`src/rtl/steer_en_sm.sv`:
```
// Rider-detect / steering-enable state machine: latches load-cell samples and
// enables steering once the rider has stood balanced for the full timer interval.
module steer_en_sm #(
    parameter logic [11:0] MIN_RIDER_WEIGHT = 12'h200,
    parameter bit          FAST_SIM         = 1'b0
) (
    input  logic        clk,
    input  logic        rst,
    input  logic        ld_vld,
    input  logic [11:0] lft_ld,
    input  logic [11:0] rght_ld,
    output logic        en_steer,
    output logic        rider_off
);

    typedef enum logic [1:0] {
        IDLE,
        WAIT,
        STEER
    } state_t;

    state_t      state;
    logic [25:0] timer;
    logic [11:0] lft_q;
    logic [11:0] rght_q;
    logic [12:0] sum;
    logic [11:0] diff;
    logic        present;
    logic        balanced;
    logic        step_off;
    logic        tc_hit;

    // NOTE: sequential state uses non-blocking (<=) so every flop samples pre-edge values.
    always_ff @(posedge clk or posedge rst) begin
        if (rst) begin
            lft_q  <= '0;
            rght_q <= '0;
        end else if (ld_vld) begin
            lft_q  <= lft_ld;
            rght_q <= rght_ld;
        end
    end

    assign sum      = {1'b0, lft_q} + {1'b0, rght_q};
    assign diff     = (lft_q >= rght_q) ? (lft_q - rght_q) : (rght_q - lft_q);
    assign present  = (sum >= {1'b0, MIN_RIDER_WEIGHT});
    assign balanced = ({1'b0, diff} < (sum >> 2));
    assign step_off = ({1'b0, diff} > (sum - (sum >> 4)));

    // Fast-sim only looks at the low 15 bits; the count starts at 0 so it still hits 0x7FFF first.
    assign tc_hit = FAST_SIM ? (timer[14:0] == 15'h7FFF) : (timer == 26'h3FF_FFFF);

    always_ff @(posedge clk or posedge rst) begin
        if (rst) begin
            state <= IDLE;
            timer <= '0;
        end else if (!present) begin
            state <= IDLE;
            timer <= '0;
        end else begin
            case (state)
                IDLE: begin
                    state <= WAIT;
                    timer <= '0;
                end
                WAIT: begin
                    if (!balanced) begin
                        timer <= '0;
                    end else if (tc_hit) begin
                        state <= STEER;
                        timer <= '0;
                    end else begin
                        timer <= timer + 26'd1;
                    end
                end
                STEER: begin
                    timer <= '0;
                    if (step_off) state <= WAIT;
                end
                default: begin
                    state <= IDLE;
                    timer <= '0;
                end
            endcase
        end
    end

    assign en_steer  = (state == STEER);
    assign rider_off = (state == IDLE);

endmodule

```
`config.mk`:
```
export PLATFORM = sky130hd
export DESIGN_NAME = steer_en_sm
export DESIGN_NICKNAME = d
export VERILOG_FILES = /design/src/rtl/steer_en_sm.sv
export SDC_FILE = /design/constraint.sdc
export NUM_CORES = 1
export LEC_CHECK = 0
export ABC_AREA = 1
export CORE_AREA = 2 2 97 99
export CTS_CLUSTER_DIAMETER = 200
export DETAILED_ROUTE_END_ITERATION = 10
export DIE_AREA = 0 0 99 101
export PLACE_DENSITY = 0.81
export SLEW_MARGIN = 5
export SYNTH_ARGS = -nofsm -noshare
export SYNTH_HDL_FRONTEND = slang
export SYNTH_SLANG_ARGS = --single-unit
export TNS_END_PERCENT = 20
```
`constraint.sdc`:
```
create_clock -name clk -period 4.6 [get_ports clk]
set_input_delay 0.46 -clock clk [delete_from_list [all_inputs] [get_ports clk]]
set_output_delay 0.46 -clock clk [all_outputs]
set_load 0.01 [all_outputs]
```
# Word level (Yosys, flattened, before mapping)
# Index checks and enable logic that the tools add are counted.
# word_totals
out_inout_bits	2
inputBits	27
ff_bits	52
word_cells	31
# classes
muxes	10
magnitude_cmp	4
reduce_logical	2
add_sub_neg	5
eq_ne	6
# op_table
operator	n
$mux 26	4
$add 26x1->26 const B	1
$eq 26x26->1 const B	1
$sub 12x12->12	2
$add 12x12->13	1
$ge 13x10->1 const B	1
$gt 12x13->1	1
$sub 13x9->13	1
$ge 12x12->1	1
$lt 12x11->1	1
$mux 12	1
$mux 2	4
$ne 3x3->1 const B	2
$pmux 2 s3	1
$ne 3x2->1 const B	1
$reduce_and 3->1	1
$eq 2x1->1 const B	1
$eq 2x2->1 const B	1
$logic_not 2->1	1

# Depth between registers and ports, before layout
# depth
word_depth	6
mapped_depth	29

# Worst setup path after synthesis
# No wires, ideal clock.
# synth_path
kind	register -> register
start	reg lft_q[1]
end	reg state[0]
required_time_ns	4.481
path_slack_ns	0.676
period_less_slack_ns	3.924
setup_time_ns	0.119
arrival_time_ns	3.805
stages_incl_launch_ff	28
path_cell_list	dfrtp_1 -> inv_1 -> ha_1 -> nor2_1 -> nand2_1 -> nand2_1 -> nand2_1 -> nand2_1 -> nor2_1 -> nor2_1 -> inv_1 -> fa_1 -> inv_1 -> nand2_1 -> o21ai_1 -> inv_1 -> o21ai_0 -> xor2_1 -> ha_1 -> a21oi_1 -> nor2_1 -> a211oi_1 -> o21ai_0 -> nand4_1 -> a21oi_1 -> nand3_1 -> nand2_1 -> o21a_1
# synth_between
elab_chain_cells	5
# synth_lines
element	line	source
start, declared	24	logic [11:0] lft_q;
start signal, assigned	39	lft_q <= lft_ld;
$add 12x12->13, or another cell as far along	44	assign sum = {1'b0, lft_q} + {1'b0, rght_q};
$sub 13x9->13 or $mux 12 (tied branches)	48, 45	
$gt 12x13->1 or $lt 12x11->1 (tied branches)	48, 47	
$ne 3x2->1 (no line) or $ne 3x3->1 (tied branches)	n/a	
$reduce_and 3->1 (no line)	n/a	
end signal, assigned	55	state <= IDLE;
end signal, assigned	58	state <= IDLE;
end signal, assigned	63	state <= WAIT;
end, declared	22	state_t state;
# Parallel ways exist; a longest one is shown, timed or not.
# A chain may end at the register's enable or synchronous reset.

# Final worst setup path
# layout_path
start	reg rght_q[0]
end	reg state[0]
# layout_between
elab_chain_cells	5
# layout_lines
element	line	source
start, declared	25	logic [11:0] rght_q;
start signal, assigned	40	rght_q <= rght_ld;
$add 12x12->13, or another cell as far along	44	
$sub 13x9->13 or $mux 12 (tied branches)	48, 45	
$gt 12x13->1 or $lt 12x11->1 (tied branches)	48, 47	
$ne 3x2->1 (no line) or $ne 3x3->1 (tied branches)	n/a	
$reduce_and 3->1 (no line)	n/a	
# Parallel ways exist; a longest one is shown, timed or not.

==> impl_metrics.json <==
{
  "num-nets-final": 910,
  "core_area_sq_um": 8980,
  "synth_cell_type_count": 50,
  "antenna_cells": 0,
  "setup_slack_ns": 0.321,
  "design_area_sq_um": 5900,
  "cp.arrival_ns": 4.49,
  "placed_area_sq_um": 5790,
  "synth_xor_area_frac": 0.0514,
  "clk_pin_slew_ns": 0.11,
  "finalCritPeriodShare": 0.930,
  "hold_depth": 1,
  "cts_tree": "built",
  "critPathSlowestCell": "fa_1",
  "ys_ff_latch": 52,
  "worst-r2r-setup-slack_ns": 0.32,
  "vias_per_cell": 5.64,
  "setup_tns_ns": 0,
  "synth.area.top_cells": "dfrtp_1 24%, nand2_1 15%, ha_1 15%",
  "synth_compound_area_frac": 0.106,
  "grt_pass1_vias": 4985,
  "cts_root_buf": "clkbuf_8",
  "num_rows": 35,
  "slew_violations": 0,
  "maxCapViolCount": 0,
  "crit_path_start_kind": "flip-flop",
  "wl_per_cell_um": 14.0,
  "postSynth.asyncResetShare": 1.00,
  "cp-end-kind": "flip-flop",
  "syn_area_sq_um": 5460,
  "synth_top_area_frac": 0.239,
  "hold_class": "flip-flop to flip-flop",
  "max_freq_ghz": 0.234,
  "reg2reg_depth": 26,
  "drcViolationCount": 0,
  "grt_max_degree": 53,
  "skew_ns": 0.00752,
  "synthMuxAreaShare": 0.00390,
  "vias": 5224,
  "ys_seq_area_frac": 0.239,
  "gp_congestion": 0.915,
  "ant_nets": 0,
  "clkSinkCount": 52,
  "post-route-min-period_ns": 4.28,
  "reg2reg_from": "rght_q[0]",
  "syn_inst": 793,
  "synth_top_family_by_area": "simple AND/OR/NAND/NOR gates",
  "min_delay_worst_endpoint": "timer[0]",
  "io-pin-count": 29,
  "holdCritStartpoint": "timer[0]",
  "required_ns": 4.81,
  "powerDensity_nw_per_um2": 415,
  "dr.first_iter.drc_count": 479,
  "path_max_fanout": 4,
  "grt_pass1_wl_mm": 22.3,
  "finalHoldViolations": 0,
  "portBuffers": 28,
  "synth_top_area_cell": "dfrtp_1",
  "cellLeakagePower_nw": 3.03,
  "synth-edff-count": 0,
  "timing.rr.end": "state[0]",
  "yosys.area_share.simple": 0.331,
  "area_growth_pct": 8.23,
  "fp.dieW_um": 99,
  "ys_top_cells_by_count": "215 x nand2_1, 118 x inv_1, 64 x ha_1",
  "critPathKind": "flip-flop to flip-flop",
  "grt_overflow": 0,
  "syn_area_per_cell_sq_um": 6.88,
  "max_slew_margin": 0.274,
  "yosysWarnings": 0,
  "numCtsBuffers": 5,
  "drive_gt1_frac": 0.0699,
  "clock_path_buffers": 2,
  "start_util": 0.608,
  "ctsHoldBuffers": 0,
  "status": "finished, final reports clean",
  "worst_pin_slew_ns": 1.09,
  "synth_most_common_cell": "nand2_1",
  "track_usage": 0.270,
  "synthAdderAreaFrac": 0.161,
  "syn_nets": 888,
  "drtPass1Iterations": 6,
  "insertion_delay_ns": 0.31,
  "drt-total-wl_mm": 13.0,
  "vdd_ir_drop_max_mv": 0.208,
  "fp.dieH_um": 101,
  "place_ws_ns": 0.151,
  "critPathMaxStageDelay_ns": 0.41,
  "hpwl_mm": 10.6,
  "antenna_found_initial": 0,
  "setup_viol": 0,
  "cts_max_level": 2,
  "synth_flop_cell": "dfrtp_1",
  "dieArea_sq_um": 10000,
  "post_cts_buffers": 0,
  "rsz0062_at_grt": "no"
}
==> worst max-delay path: cells and delay by family (launching register included) <==
family	cells	cell delay, ns
xor+xnor	2	0.31
compound gates	7	0.97
simple gates	8	0.68
fa+ha+maj	5	1.53
flops	1	0.40
buf+inv	4	0.28
==> layout by cell type (no fill, tap or decap), types with 5 or more instances in the layout <==
| master | count |
|---|---|
| nor3_1 | 14 |
| inv_2 | 5 |
| ha_1 | 62 |
| nor2_1 | 57 |
| xnor2_1 | 9 |
| o21bai_1 | 9 |
| clkbuf_8 | 5 |
| inv_1 | 117 |
| nand3_1 | 52 |
| dfrtp_1 | 51 |
| nor2_2 | 6 |
| nand4_1 | 19 |
| nor3_2 | 10 |
| xor2_1 | 23 |
| nor4_1 | 5 |
| nand2_2 | 7 |
| nand2_1 | 214 |
| o21ai_0 | 41 |
| clkdlybuf4s50_1 | 28 |
| a21oi_1 | 32 |
==> worst max path at each step <==
stage          slack (ns)       from       end
2_1_floorplan        0.68   lft_q[1]  state[0]
3_3_place_gp         0.38   lft_q[2]  state[0]
3_5_place_dp         0.15   lft_q[2]  state[0]
4_1_cts              0.11   lft_q[2]  state[0]
5_1_grt             0.001   lft_q[1]  state[1]
6_report             0.32  rght_q[0]  state[0]
==> state kept, by name, summed over array words and instances, names as in the netlist <==
| name | flops |
|---|---|
| state | 2 |
| lft_q | 12 |
| timer | 26 |
| rght_q | 12 |
==> per-layer routing <==
metal	vias up	wire length [um]	track usage
met5	-	0	0
met4	0	278	0.0748
met3	21	665	0.0264
met2	176	6060	0.463
met1	2431	6000	0.366
li1	2596	-	-
==> per-stage QoR <==
step	instances	hold slack [ns]	util	total power, W
floorplan	793	0.448	-	0.00178
global placement	919	0.467	0.644	0.00208
detailed placement	919	0.476	0.644	0.00214
CTS	927	0.495	0.654	0.00242
global route	927	0.515	0.658	0.00270
finish	927	0.497	0.658	0.00245
==> timing repair <==
item                       CTS  global route
resized for setup            0             8
hold endpoints to repair     0             0
setup endpoints to repair    0             2
==> layout make-up <==
cell class,instances,area (sq um)
clock buffer,6,72.6
clock inverter,2,13.8
fill,826,3070
inverter,123,464
multi-input combinational,601,3600
sequential,52,1300
tap,111,139
timing repair buffer,32,310
==> power breakdown <==
part / switching (W) / internal [W]
registers: 0.0000284 / 0.000489
logic: 0.00105 / 0.000604
clock network: 0.000171 / 0.000109
==> cells by family (layout without fill, tap and decap cells) <==
group,after synthesis,after routing
AND/OR/NAND/NOR,399,399
AO/OA/AOI/OAI,100,100
adder cells (fa/ha/maj),68,68
multiplexers,2,2
XOR/XNOR,32,32
flip-flops,52,52
buffers and inverters,140,163
Power figures use the tool's default switching activity.
